$ cat config.mk
export PLATFORM = sky130hd
export DESIGN_NAME = tlc_controller
export DESIGN_NICKNAME = d
export VERILOG_FILES = /design/src/rtl/tlc_pkg.sv /design/src/rtl/tlc_phase_timer.sv /design/src/rtl/tlc_controller.sv
export SDC_FILE = /design/constraint.sdc
export NUM_CORES = 1
export LEC_CHECK = 0
export BUFFER_PORTS_ARGS = -buffer_cell sky130_fd_sc_hd__buf_4
export CAP_MARGIN = 20
export CORE_MARGIN = 2
export CORE_UTILIZATION = 55
export DETAILED_ROUTE_END_ITERATION = 7
export PLACE_DENSITY = 0.83
export SYNTH_ARGS = -nofsm -noshare
export SYNTH_HDL_FRONTEND = slang
export SYNTH_SLANG_ARGS = --single-unit
$ cat constraint.sdc
create_clock -name Clock -period 3.3 [get_ports Clock]
set_input_delay 0.495 -clock Clock [delete_from_list [all_inputs] [get_ports Clock]]
set_output_delay 0.495 -clock Clock [all_outputs]
set_load 0.02 [all_outputs]
$ cat src/rtl/tlc_pkg.sv
// Shared state codes, lamp encodings and the light decode for the traffic-light controller.
package tlc_pkg;

    localparam logic [2:0] ST_MAIN_G   = 3'd0;
    localparam logic [2:0] ST_MAIN_Y   = 3'd1;
    localparam logic [2:0] ST_ALLRED1  = 3'd2;
    localparam logic [2:0] ST_SIDE_G   = 3'd3;
    localparam logic [2:0] ST_SIDE_Y   = 3'd4;
    localparam logic [2:0] ST_ALLRED2  = 3'd5;
    localparam logic [2:0] ST_PED_WALK = 3'd6;

    typedef enum logic [2:0] {
        S_MAIN_G   = ST_MAIN_G,
        S_MAIN_Y   = ST_MAIN_Y,
        S_ALLRED1  = ST_ALLRED1,
        S_SIDE_G   = ST_SIDE_G,
        S_SIDE_Y   = ST_SIDE_Y,
        S_ALLRED2  = ST_ALLRED2,
        S_PED_WALK = ST_PED_WALK
    } tlc_state_e;

    // Lamp words are {R,Y,G}
    localparam logic [2:0] LIGHT_R = 3'b100;
    localparam logic [2:0] LIGHT_Y = 3'b010;
    localparam logic [2:0] LIGHT_G = 3'b001;

    typedef struct packed {
        logic [2:0] main;
        logic [2:0] side;
    } lights_t;

    function automatic lights_t light_decode(tlc_state_e s);
        lights_t l;
        l.main = LIGHT_R;
        l.side = LIGHT_R;
        case (s)
            S_MAIN_G: l.main = LIGHT_G;
            S_MAIN_Y: l.main = LIGHT_Y;
            S_SIDE_G: l.side = LIGHT_G;
            S_SIDE_Y: l.side = LIGHT_Y;
            default:  ;
        endcase
        return l;
    endfunction

endpackage

$ cat src/rtl/tlc_phase_timer.sv
// Per-phase down counter in tick units; load wins over tick so entry-edge ticks are not counted.
module tlc_phase_timer #(
    parameter int               CNT_W   = 4,
    parameter logic [CNT_W-1:0] RST_VAL = '0
) (
    input  logic             clk,
    input  logic             rst,
    input  logic             load,
    input  logic [CNT_W-1:0] load_val,
    input  logic             tick,
    output logic             expired,
    output logic [CNT_W-1:0] cnt
);

    always_ff @(posedge clk or posedge rst) begin
        if (rst) begin
            cnt <= RST_VAL;
        end else if (load) begin
            cnt <= load_val;
        end else if (tick && (cnt != '0)) begin
            cnt <= cnt - 1'b1;
        end
    end

    assign expired = tick && (cnt == '0);

endmodule

$ cat src/rtl/tlc_controller.sv
// Traffic-light controller: main road, side road, optional pedestrian phase (macro TLC_PED_EN).
// Lamps are registered decodes of the next state, so they change together with the state.
//
//   state     | meaning
//   ----------+-----------------------------------------------
//   MAIN_G    | main green; held at expiry until w (or ped_pend)
//   MAIN_Y    | main yellow
//   ALLRED1   | clearance before side green or walk
//   SIDE_G    | side green, fixed length
//   SIDE_Y    | side yellow
//   ALLRED2   | clearance before main green; also the recovery state
//   PED_WALK  | walk lamp on, both roads red
module tlc_controller
    import tlc_pkg::*;
#(
    parameter int GREEN_TICKS  = 4,
    parameter int SIDE_TICKS   = 3,
    parameter int YELLOW_TICKS = 2,
    parameter int ALLRED_TICKS = 1,
    parameter int PED_TICKS    = 5,
    parameter int CNT_W        = 4
) (
    input  logic       Clock,
    input  logic       Reset,
    input  logic       tick,
    input  logic       w,
    input  logic       ped_req,
    output logic [2:0] main_light,
    output logic [2:0] side_light,
    output logic       walk,
    output logic [2:0] state
);

    tlc_state_e       state_q;
    tlc_state_e       state_nx;
    logic             load;
    logic             expired;
    logic [CNT_W-1:0] load_val;
    logic [CNT_W-1:0] cnt;
    lights_t          lights_nx;

    function automatic logic [CNT_W-1:0] phase_len(tlc_state_e s);
        case (s)
            S_MAIN_G:   return CNT_W'(GREEN_TICKS - 1);
            S_MAIN_Y:   return CNT_W'(YELLOW_TICKS - 1);
            S_SIDE_G:   return CNT_W'(SIDE_TICKS - 1);
            S_SIDE_Y:   return CNT_W'(YELLOW_TICKS - 1);
            S_PED_WALK: return CNT_W'(PED_TICKS - 1);
            default:    return CNT_W'(ALLRED_TICKS - 1);
        endcase
    endfunction

`ifdef TLC_PED_EN
    logic ped_pend;
`else
    logic unused_ped_req;
    assign unused_ped_req = ped_req;
`endif

    always_comb begin
        state_nx = state_q;
        case (state_q)
`ifdef TLC_PED_EN
            S_MAIN_G:   if (expired && (w || ped_pend)) state_nx = S_MAIN_Y;
            S_ALLRED1:  if (expired) state_nx = ped_pend ? S_PED_WALK : S_SIDE_G;
            S_PED_WALK: if (expired) state_nx = S_ALLRED2;
`else
            S_MAIN_G:   if (expired && w) state_nx = S_MAIN_Y;
            S_ALLRED1:  if (expired) state_nx = S_SIDE_G;
`endif
            S_MAIN_Y:   if (expired) state_nx = S_ALLRED1;
            S_SIDE_G:   if (expired) state_nx = S_SIDE_Y;
            S_SIDE_Y:   if (expired) state_nx = S_ALLRED2;
            S_ALLRED2:  if (expired) state_nx = S_MAIN_G;
            default:    state_nx = S_ALLRED2;
        endcase
    end

    assign load      = (state_nx != state_q);
    assign load_val  = phase_len(state_nx);
    assign lights_nx = light_decode(state_nx);

    always_ff @(posedge Clock or posedge Reset) begin
        if (Reset) begin
            state_q    <= S_MAIN_G;
            main_light <= LIGHT_G;
            side_light <= LIGHT_R;
        end else begin
            state_q    <= state_nx;
            main_light <= lights_nx.main;
            side_light <= lights_nx.side;
        end
    end

`ifdef TLC_PED_EN
    // A request arriving on the same edge that enters the walk phase stays pending.
    always_ff @(posedge Clock or posedge Reset) begin
        if (Reset) begin
            ped_pend <= 1'b0;
            walk     <= 1'b0;
        end else begin
            ped_pend <= ped_req || (ped_pend && !(load && (state_nx == S_PED_WALK)));
            walk     <= (state_nx == S_PED_WALK);
        end
    end
`else
    assign walk = 1'b0;
`endif

    assign state = state_q;

    tlc_phase_timer #(
        .CNT_W   (CNT_W),
        .RST_VAL (CNT_W'(GREEN_TICKS - 1))
    ) u_timer (
        .clk      (Clock),
        .rst      (Reset),
        .load     (load),
        .load_val (load_val),
        .tick     (tick),
        .expired  (expired),
        .cnt      (cnt)
    );

endmodule

# [Word level (Yosys, flattened, before mapping)]
# Index checks and enable logic that the tools add are counted.
[totals] reg_bits=13 latch_bits=0 ram_bits=0 mem_bits_ro=0 inputBits=5 out_inout_bits=10 wordCells=36 memories=0
[op_classes] addsub=1 mul=0 div=0 order_cmp=0 n_eq_ne=10 n_shift=0 mux=12 bitwise=0 reduce_logical=9
[op_table] op="3-bit two-way mux" count=6
[op_table] op="3-bit case mux with 6 select lines" count=1
[op_table] op="3-bit == test (second input constant)" count=4
[op_table] op="3-bit case mux with 2 select lines" count=2
[op_table] op="3-bit case mux with 4 select lines" count=1
[op_table] op="3-bit by 2-bit == test with 1-bit output (second input constant)" count=3
[op_table] op="4-bit two-way mux" count=2
[op_table] op="3-bit by 1-bit == test with 1-bit output (second input constant)" count=2
[op_table] op="3-bit logical NOT" count=2
[op_table] op="4-bit logical NOT" count=1
[op_table] op="4-bit nonzero test" count=1
[op_table] op="4-bit by 1-bit subtractor with 4-bit output (second input constant)" count=1
[op_table] op="1-bit logical AND" count=3
[op_table] op="3-bit inequality test" count=1
[op_table] op="2-bit nonzero test" count=1
[op_table] op="2-bit OR reduction" count=1

# [Logic depth before layout (Yosys ltp)]
# Gate-level depths: netlist (run 1).
[logic_depth] word_depth=9 mapped_depth=7 mapped_depth_nobuf=6

# [Modules after synthesis]
# A second synthesis (run 1) with hierarchy kept.
[hier_totals] cells_unflattened=77 hier_area_um2=758.2
[modules_own_cells] mod="tlc_controller" n_inst=1 cells_each=49 area_each_um2=494.2 seq_area_each_um2=227.7
[modules_own_cells] mod="tlc_phase_timer" n_inst=1 cells_each=28 area_each_um2=264.0 seq_area_each_um2=102.6

# [Worst setup path after synthesis (run 1)]
# Ideal clock, no wire load.
[synth_path] kind="register -> register" from="reg u_timer.cnt[0]" to="reg side_light[1]" setup_ns=0.119 t_arrival_ns=1.664 required_time_ns=3.181 setup_slack_ns=1.517 path_stages_with_launch=8 path_buffers=1 synth_period_minus_slack_ns=1.783 path_cell_list="dfstp_2 inv_1 ha_1 and4bb_1 buf_6 nand2_1 mux2_2 and2_1"
[synth_lines] item="start, declared" line="tlc_phase_timer.sv:12" text="output logic [CNT_W-1:0] cnt"
[synth_lines] item="start signal, assigned" line="tlc_phase_timer.sv:19" text="cnt <= load_val;"
[synth_lines] item="start signal, assigned" line="tlc_phase_timer.sv:21" text="cnt <= cnt - 1'b1;"
[synth_lines] item="end signal, assigned" line="tlc_controller.sv:91" text="side_light <= lights_nx.side;"
[synth_lines] item="end, declared" line="tlc_controller.sv:29" text="output logic [2:0] side_light,"

==> impl_metrics.py, run 1 <==
metrics = {
    "timing": {
        "rsz0062_at_grt": "no",
        "period_share_pct": 57.9,
        "final_hold_viol_count": 0,
        "final.setup.tns_ns": 0,
        "fin_worst_skew_ns": 0.00250,
        "slew_viol_final": 0,
        "setup_viol": 0,
        "holdWs_ns": 0.233,
        "period_minus_slack_ns": 1.91,
        "fmax_mhz": 524,
    },
    "clock_network": {
        "cts_buffer_depth": 2,
        "clk_pin_slew_worst_paths_ns": 0.08,
        "cts.sinks": 13,
        "cts_buffers": 3,
        "cts_hold_repair.buffers": 0,
        "ctsResizeCount": 0,
        "htreeDepth": 1,
        "cts_setup_buffers": 0,
        "root_buffer": "clkbuf_4",
        "insertion_delay_ns": 0.27,
        "cts_tree": "built",
    },
    "synthesis": {
        "syn-num-nets": 80,
        "synth-edff-count": 0,
        "ys_types": 31,
        "synthCells": 73,
        "mappedNetlistArea_um2": 724,
        "synth-main-ff-cell": "dfrtp_1",
        "ys_async_sr_fraction_pct": 100,
        "synth_warnings": 0,
        "ys_seq_elements": 13,
        "syn_avg_cell_area_um2": 9.92,
        "seq_area_frac_synth_pct": 45.6,
    },
    "floorplan": {
        "initial_utilization_pct": 57.1,
        "coreArea_um2": 1270,
        "rows": 13,
        "die_h_um": 40.3,
        "die_area_um2": 1620,
        "ios": 15,
        "die_x_um": 40.3,
    },
    "setup_path": {
        "r2r-end": "side_light[1]",
        "r2r_setup_slack_ns": 1.39,
        "arrival_ns": 2.07,
        "cp.required_ns": 3.46,
        "start_kind": "flip-flop",
        "cp_max_fo": 7,
        "crit_type": "reg2reg",
        "end_kind": "flip-flop",
        "reg2regPathDepth": 6,
        "r2r_start": "u_timer.cnt[0]",
    },
    "power_and_ir_drop": {
        "p_switching_mw": 0.350,
        "ir_drop_mv": 0.611,
        "pwr-share-comb_pct": 49.6,
        "p_int_mw": 0.488,
        "seq_power_share_pct": 38.9,
        "power_density_nw_per_um2": 1020,
        "power.clock.fraction_pct": 11.6,
        "switching_share_pct": 41.8,
        "power_leakage_nw": 0.398,
    },
    "detailed_routing": {
        "via_per_inst": 5.44,
        "drc": 0,
        "wl_um": 1280,
        "wl_per_cell_um": 12.9,
        "antenna_left": 0,
        "vias": 539,
        "dr.pass1.iters": 4,
        "first_iter_violations": 16,
    },
    "global_route": {
        "grt_pass1_vias": 477,
        "antenna_found_initial": 0,
        "gr-total-overflow": 0,
        "grt_max_degree": 14,
        "grt_use_total_pct": 17.6,
        "grt_pass1_wl_um": 1860,
    },
    "layout": {
        "fillers": 121,
        "fin_cells": 99,
        "area_growth_pct": 13.1,
        "nNetsFinal": 92,
        "fin_area_um2": 820,
        "multi_input_area_um2": 328,
        "drive_gt1_share_pct": 27.4,
        "seq_area_um2": 330,
        "n_antenna_cell": 0,
    },
    "place": {
        "port-buffer-count": 12,
        "dp_cells": 95,
        "dpl.hpwl_um": 946,
        "place.gp.congestion": 0.789,
        "place_area_um2": 793,
    },
    "run": {
        "maxCapViolCount": 0,
    },
    "run_status": {
        "status": "finished clean",
    },
    "hold_path": {
        "min_path_type": "in2async",
    },
}
## worst max path at each step
stage / startpoint / end / cells after the start
floorplan: u_timer.cnt[0] / side_light[1] / 7
global placement: u_timer.cnt[0] / side_light[1] / 6
detailed placement: u_timer.cnt[0] / side_light[1] / 6
CTS: u_timer.cnt[0] / side_light[1] / 6
global route: u_timer.cnt[0] / side_light[1] / 6
finish: u_timer.cnt[0] / side_light[1] / 6
## power by group through the flow
| stage | Combinational (mW) | Clock [mW] | Sequential, mW |
|---|---|---|---|
| floorplan | 0.296 | 0 | 0.347 |
| global placement | 0.402 | 0 | 0.324 |
| detailed placement | 0.416 | 0 | 0.327 |
| CTS | 0.420 | 0.0972 | 0.325 |
| global route | 0.454 | 0.103 | 0.338 |
| finish | 0.415 | 0.0969 | 0.325 |
## kinds of logic (layout without fill, tap and decap cells)
| family | count (synthesis) | count (layout) | synth area share, % |
|---|---|---|---|
| buffers and inverters | 12 | 23 | 9.15 |
| DFF | 13 | 13 | 45.6 |
| and+or+nand+nor | 26 | 26 | 18.3 |
| muxes | 1 | 1 | 1.55 |
| AOI/OAI and AO/OA | 13 | 13 | 15.4 |
| xor gates and xnor gates | 5 | 5 | 6.05 |
| adders and majority gates | 2 | 2 | 3.45 |
| other | 1 | 1 | 0.518 |
## through the flow
stage / worst slack (ns) / power (mW) / util (%)
4_1_cts: 1.37 / 0.842 / 64.6
3_5_place_dp: 1.41 / 0.743 / 62.5
6_report: 1.39 / 0.838 / 64.6
3_3_place_gp: 1.45 / 0.726 / 62.5
2_1_floorplan: 1.52 / 0.643 / -
5_1_grt: 1.30 / 0.895 / 64.6
## critical path, stage by stage (launching register included)
cell and delay, ns:
dfstp_2 0.55, inv_1 0.06, ha_1 0.22, and4bb_1 0.30, nand2_1 0.15, mux2_2 0.37
and2_1 0.14
## layer usage
metal  global-route usage [%]  share of wire, %  vias to the layer above  routed length (um)
met2                     33.1                57                       13                 733
met1                     19.0                39                      261                 494
met4                     5.00                 0                        0                   0
li1                         -                 -                      265                   -
met5                        0                 0                        -                   0
met3                     5.00               4.2                        0                  54
## registers in the layout, summed over array words and instances (netlist names)
| signal | cells |
|---|---|
| main_light | 3 |
| side_light | 3 |
| state | 3 |
| u_timer.cnt | 4 |
## final cells by class
class | count | area share (%)
sequential | 13 | 40.3
multi-input combinational | 48 | 40.0
timing repair buffer | 12 | 11.0
clock buffer | 4 | 3.21
inverter | 7 | 3.21
tap | 15 | 2.29
## cell usage in the layout (no fill, tap or decap), drive strengths merged, types with 2 or more instances in the layout
master / netlist / layout
dfstp: 4 / 4
nor2: 10 / 10
xor2: 3 / 3
nand2: 5 / 5
nand3: 3 / 3
xnor2: 2 / 2
ha: 2 / 2
a21oi: 3 / 3
o21ai: 2 / 2
nor3: 2 / 2
clkbuf: 0 / 4
inv: 7 / 7
dfrtp: 9 / 9
buf: 5 / 12
## Yosys cell counts, types with 2 or more instances
master / number / area [um^2]
nand2_1: 5 / 18.8
nand3_1: 3 / 15.0
dfstp_2: 4 / 105
inv_1: 7 / 26.3
xor2_1: 3 / 26.3
buf_2: 2 / 10.0
nor2_1: 10 / 37.5
nor3_1: 2 / 10.0
ha_1: 2 / 25.0
xnor2_1: 2 / 17.5
o21ai_0: 2 / 10.0
dfrtp_1: 9 / 225
buf_6: 2 / 22.5
a21oi_1: 3 / 15.0
Note: power is estimated with default switching activity, not from simulation.
==> inputs of run 2 (changes only) <==
- CORE_UTILIZATION: 55 -> 51
- PLACE_DENSITY: 0.83 -> 0.78
- clock period: 3.3 -> 1.9 ns (I/O delays scaled with it)
==> run 2 against run 1 <==
  * Total power is 77% higher
  * Combinational power is 83% higher
  * Worst setup slack worse by 1.3 ns
  * Via count is 0.37% higher
  * Critical path type unchanged
  * Critical endpoint unchanged
  * Largest cell class is now multi-input combinational cells
==> impl_metrics.py, run 2 (synthesis results as in run 1) <==
metrics = {
    "timing": {
        "period_minus_slack_ns": 1.77,
        "layout_setup_ws_ns": 0.126,
        "final_hold_viol_count": 0,
        "setup_viol": 0,
        "slew_viol_final": 0,
        "fmax_mhz": 564,
        "fin_worst_skew_ns": 0.00287,
        "holdWs_ns": 0.0116,
        "period_share_pct": 93.4,
        "rsz0062_at_grt": "no",
        "final.setup.tns_ns": 0,
    },
    "place": {
        "place.gp.congestion": 0.834,
        "place_area_um2": 801,
        "dp_slack_ns": 0.0248,
        "port-buffer-count": 12,
        "dpl.hpwl_um": 924,
        "dp_cells": 96,
    },
    "floorplan": {
        "die_x_um": 41.7,
        "ios": 15,
        "die_h_um": 41.7,
        "initial_utilization_pct": 55.0,
        "die_area_um2": 1740,
        "rows": 13,
        "coreArea_um2": 1320,
    },
    "layout": {
        "drive_gt1_share_pct": 30.6,
        "area_growth_pct": 15.0,
        "final_util_pct": 63.2,
        "n_antenna_cell": 0,
        "largest_register_ff_count": 4,
        "fin_area_um2": 833,
        "fin_cells": 100,
        "final_common_cell": "buf_4",
        "regMostFlops": "u_timer.cnt",
        "nNetsFinal": 93,
        "final_cell_mix": "buf_4 (13), nor2_1 (10), dfrtp_1 (9)",
    },
    "detailed_routing": {
        "drc": 0,
        "vias": 541,
        "antenna_left": 0,
        "dr.pass1.iters": 4,
        "first_iter_violations": 17,
        "wl_um": 1230,
        "wl_per_cell_um": 12.3,
        "via_per_inst": 5.41,
    },
    "hold_path": {
        "min_path_type": "in2async",
    },
    "power_and_ir_drop": {
        "fin_total_pwr_mw": 1.48,
        "power_leakage_nw": 0.401,
        "power_density_nw_per_um2": 1770,
        "ir_drop_mv": 0.812,
    },
    "clock_network": {
        "cts.sinks": 13,
        "cts_hold_repair.buffers": 0,
        "ctsResizeCount": 0,
        "insertion_delay_ns": 0.28,
        "cts_setup_buffers": 0,
        "clk_pin_slew_worst_paths_ns": 0.07,
        "root_buffer": "clkbuf_4",
        "cts_buffer_depth": 2,
        "htreeDepth": 1,
        "cts_buffers": 3,
        "cts_tree": "built",
    },
    "setup_path": {
        "cp_max_fo": 7,
        "end_kind": "flip-flop",
        "start_kind": "flip-flop",
        "crit_type": "reg2reg",
        "cp.required_ns": 2.07,
        "arrival_ns": 1.95,
    },
    "global_route": {
        "gr-total-overflow": 0,
        "grt_pass1_wl_um": 2140,
        "antenna_found_initial": 0,
        "grt_pass1_vias": 514,
        "grt_use_total_pct": 16.8,
        "grt_max_degree": 14,
    },
    "run_status": {
        "status": "finished clean",
    },
    "run": {
        "maxCapViolCount": 0,
    },
}
==> run 2: cell count changes in the layout (fill, tap and decap cells not counted) <==
| cell | before | now |
|---|---|---|
| and4bb_1 | 1 | 0 |
| and4bb_4 | 0 | 1 |
| buf_4 | 12 | 13 |
| nand2_1 | 5 | 4 |
| nand2_2 | 0 | 1 |
==> run 2: per-layer routing <==
metal,up-vias,track usage (%),part of all wire (%)
li1,264,-,-
met1,253,18.5,41
met2,19,28.1,51
met3,5,7.83,6.4
met4,0,5.81,1.4
met5,-,0,0
==> run 2: layout make-up <==
class	instances	area, um^2
clock buffer	4	26.3
fill	103	484
inverter	7	26.3
multi-input combinational	48	334
sequential	13	330
tap	15	18.8
timing repair buffer	13	97.6
==> run 2: final timing paths <==
path                                startpoint             end  slack, ns  depth (start not counted)
min in group Clock                           w        state[0]       0.36                          4
max in group asynchronous                Reset   side_light[2]       1.54                          2
worst max-delay path            u_timer.cnt[0]   side_light[1]       0.13                          6
worst min register to register  u_timer.cnt[1]  u_timer.cnt[1]       0.49                          2
worst min-delay path                     Reset  u_timer.cnt[3]       0.01                          2
worst max register to register  u_timer.cnt[0]   side_light[1]       0.13                          6
==> run 2: power by group <==
group / leakage, nW / internal, mW / switching, mW
Combinational: 0.229 / 0.354 / 0.407
Sequential: 0.157 / 0.432 / 0.119
Clock: 0.0150 / 0.0816 / 0.0855
==> run 2: critical path: stages, from the launching register on <==
cell      delay [ns]
dfstp_2         0.56
inv_1           0.06
ha_1            0.22
and4bb_4        0.24
nand2_2         0.09
mux2_2          0.35
and2_1          0.15
==> inputs of run 3 (changes only) <==
- CORE_UTILIZATION: 51 -> 55
- PLACE_DENSITY: 0.78 -> 0.89
- SLEW_MARGIN: not set -> 10
- clock period: 1.9 -> 2.2 ns (I/O delays scaled with it)
==> run 3 against run 2 <==
  * Clock power fell by 11%
  * Worst hold slack better by 0.057 ns
  * Combinational power decreased by 17%
  * Via count down 1.1%
  * Die area down 6.6%
  * First-iteration DRC count down 41%
  * Total power decreased by 14%
  * Critical path depth unchanged
  * Routed wire length up 8.8%
  * Largest cell class is now sequential cells
==> impl_metrics.py, run 3 (synthesis results as in run 1) <==
metrics = {
    "global_route": {
        "grt_use_total_pct": 19.3,
        "grt_max_degree": 14,
        "grt_pass1_vias": 472,
        "antenna_found_initial": 0,
        "gr-total-overflow": 0,
        "grt_pass1_wl_um": 1960,
    },
    "setup_path": {
        "start_kind": "flip-flop",
        "r2r_start": "u_timer.cnt[0]",
        "path_cells": "inv_1, ha_1, and4bb_1, nand2_1, mux2_2, and2_1",
        "end_kind": "flip-flop",
        "crit_family": "simple AND/OR/NAND/NOR gates",
        "cpPeakStageDelay_ns": 0.55,
        "worstSetupEndpoint": "side_light[1]",
        "crit_start": "u_timer.cnt[0]",
        "cp.required_ns": 2.37,
        "arrival_ns": 2.07,
        "cp_num_cells": 6,
        "reg2regPathDepth": 6,
        "cp_slowest_cell": "dfstp_2",
        "r2r_setup_slack_ns": 0.30,
        "cp_max_fo": 7,
        "cp_num_buf_inv": 1,
        "r2r-end": "side_light[1]",
        "crit_type": "reg2reg",
    },
    "power_and_ir_drop": {
        "power_density_nw_per_um2": 1550,
        "ir_drop_mv": 0.775,
        "fin_total_pwr_mw": 1.27,
        "power_leakage_nw": 0.398,
    },
    "layout": {
        "fin_area_um2": 820,
        "regMostFlops": "u_timer.cnt",
        "final_cell_mix": "buf_4 (12), nor2_1 (10), dfrtp_1 (9)",
        "fin_cells": 99,
        "n_antenna_cell": 0,
        "area_growth_pct": 13.1,
        "multi_input_area_um2": 328,
        "seq_area_um2": 330,
        "final_util_pct": 64.6,
        "largest_register_ff_count": 4,
        "nNetsFinal": 92,
        "fillers": 105,
        "final_common_cell": "buf_4",
        "drive_gt1_share_pct": 27.4,
    },
    "clock_network": {
        "cts_buffers": 3,
        "root_buffer": "clkbuf_4",
        "cts_setup_buffers": 0,
        "cts.sinks": 13,
        "insertion_delay_ns": 0.28,
        "cts_hold_repair.buffers": 0,
        "clk_pin_slew_worst_paths_ns": 0.08,
        "cts_tree": "built",
        "cts_buffer_depth": 2,
        "htreeDepth": 1,
        "ctsResizeCount": 0,
    },
    "run": {
        "maxCapViolCount": 0,
    },
    "floorplan": {
        "die_x_um": 40.3,
        "coreArea_um2": 1270,
        "die_area_um2": 1620,
        "rows": 13,
        "die_h_um": 40.3,
        "ios": 15,
        "initial_utilization_pct": 57.1,
    },
    "timing": {
        "fin_worst_skew_ns": 0.00139,
        "holdWs_ns": 0.0689,
        "period_share_pct": 86.3,
        "layout_setup_ws_ns": 0.302,
        "setup_viol": 0,
        "slew_viol_final": 0,
        "fmax_mhz": 527,
        "period_minus_slack_ns": 1.90,
        "rsz0062_at_grt": "no",
        "final.setup.tns_ns": 0,
        "final_hold_viol_count": 0,
    },
    "place": {
        "place_area_um2": 793,
        "dp_slack_ns": 0.315,
        "port-buffer-count": 12,
        "dp_cells": 95,
        "place.gp.congestion": 0.768,
        "dpl.hpwl_um": 961,
    },
    "detailed_routing": {
        "via_per_inst": 5.40,
        "vias": 535,
        "dr.pass1.iters": 4,
        "antenna_left": 0,
        "drc": 0,
        "first_iter_violations": 10,
        "wl_um": 1340,
        "wl_per_cell_um": 13.5,
    },
    "run_status": {
        "status": "finished clean",
    },
    "hold_path": {
        "min_path_type": "in2async",
    },
}
run 3: cell types whose count changed in the layout (fill, tap and decap cells not counted), sizes merged:
cell,change
buf,-1
run 3: how the worst min path moves through the flow:
stage / from / to / cells after the start / slack, ns
4_1_cts: Reset / u_timer.cnt[3] / 2 / 0.07
2_1_floorplan: Reset / main_light[1] / 1 / 0.20
3_5_place_dp: Reset / u_timer.cnt[2] / 2 / 0.38
6_report: Reset / u_timer.cnt[3] / 2 / 0.07
5_1_grt: Reset / u_timer.cnt[3] / 2 / 0.11
3_3_place_gp: Reset / u_timer.cnt[2] / 2 / 0.37
run 3: layer usage:
metal / vias up / track usage, % / part of all wire [%]
met2: 25 / 35.5 / 54
met1: 245 / 19.9 / 40
li1: 263 / - / -
met5: - / 0 / 0
met4: 0 / 10.0 / 1.1
met3: 2 / 5.00 / 4.9
run 3: final cells by class:
class | count | share of cell area, %
tap | 15 | 2.29
sequential | 13 | 40.3
clock buffer | 4 | 3.21
inverter | 7 | 3.21
timing repair buffer | 12 | 11.0
multi-input combinational | 48 | 40.0
run 3: where the power goes:
| group | internal [mW] | leakage (nW) | switching [mW] | total [mW] |
|---|---|---|---|---|
| Sequential | 0.372 | 0.157 | 0.115 | 0.487 |
| Combinational | 0.290 | 0.226 | 0.344 | 0.634 |
| Clock | 0.0704 | 0.0150 | 0.0787 | 0.149 |
| Total | 0.733 | 0.398 | 0.537 | 1.27 |
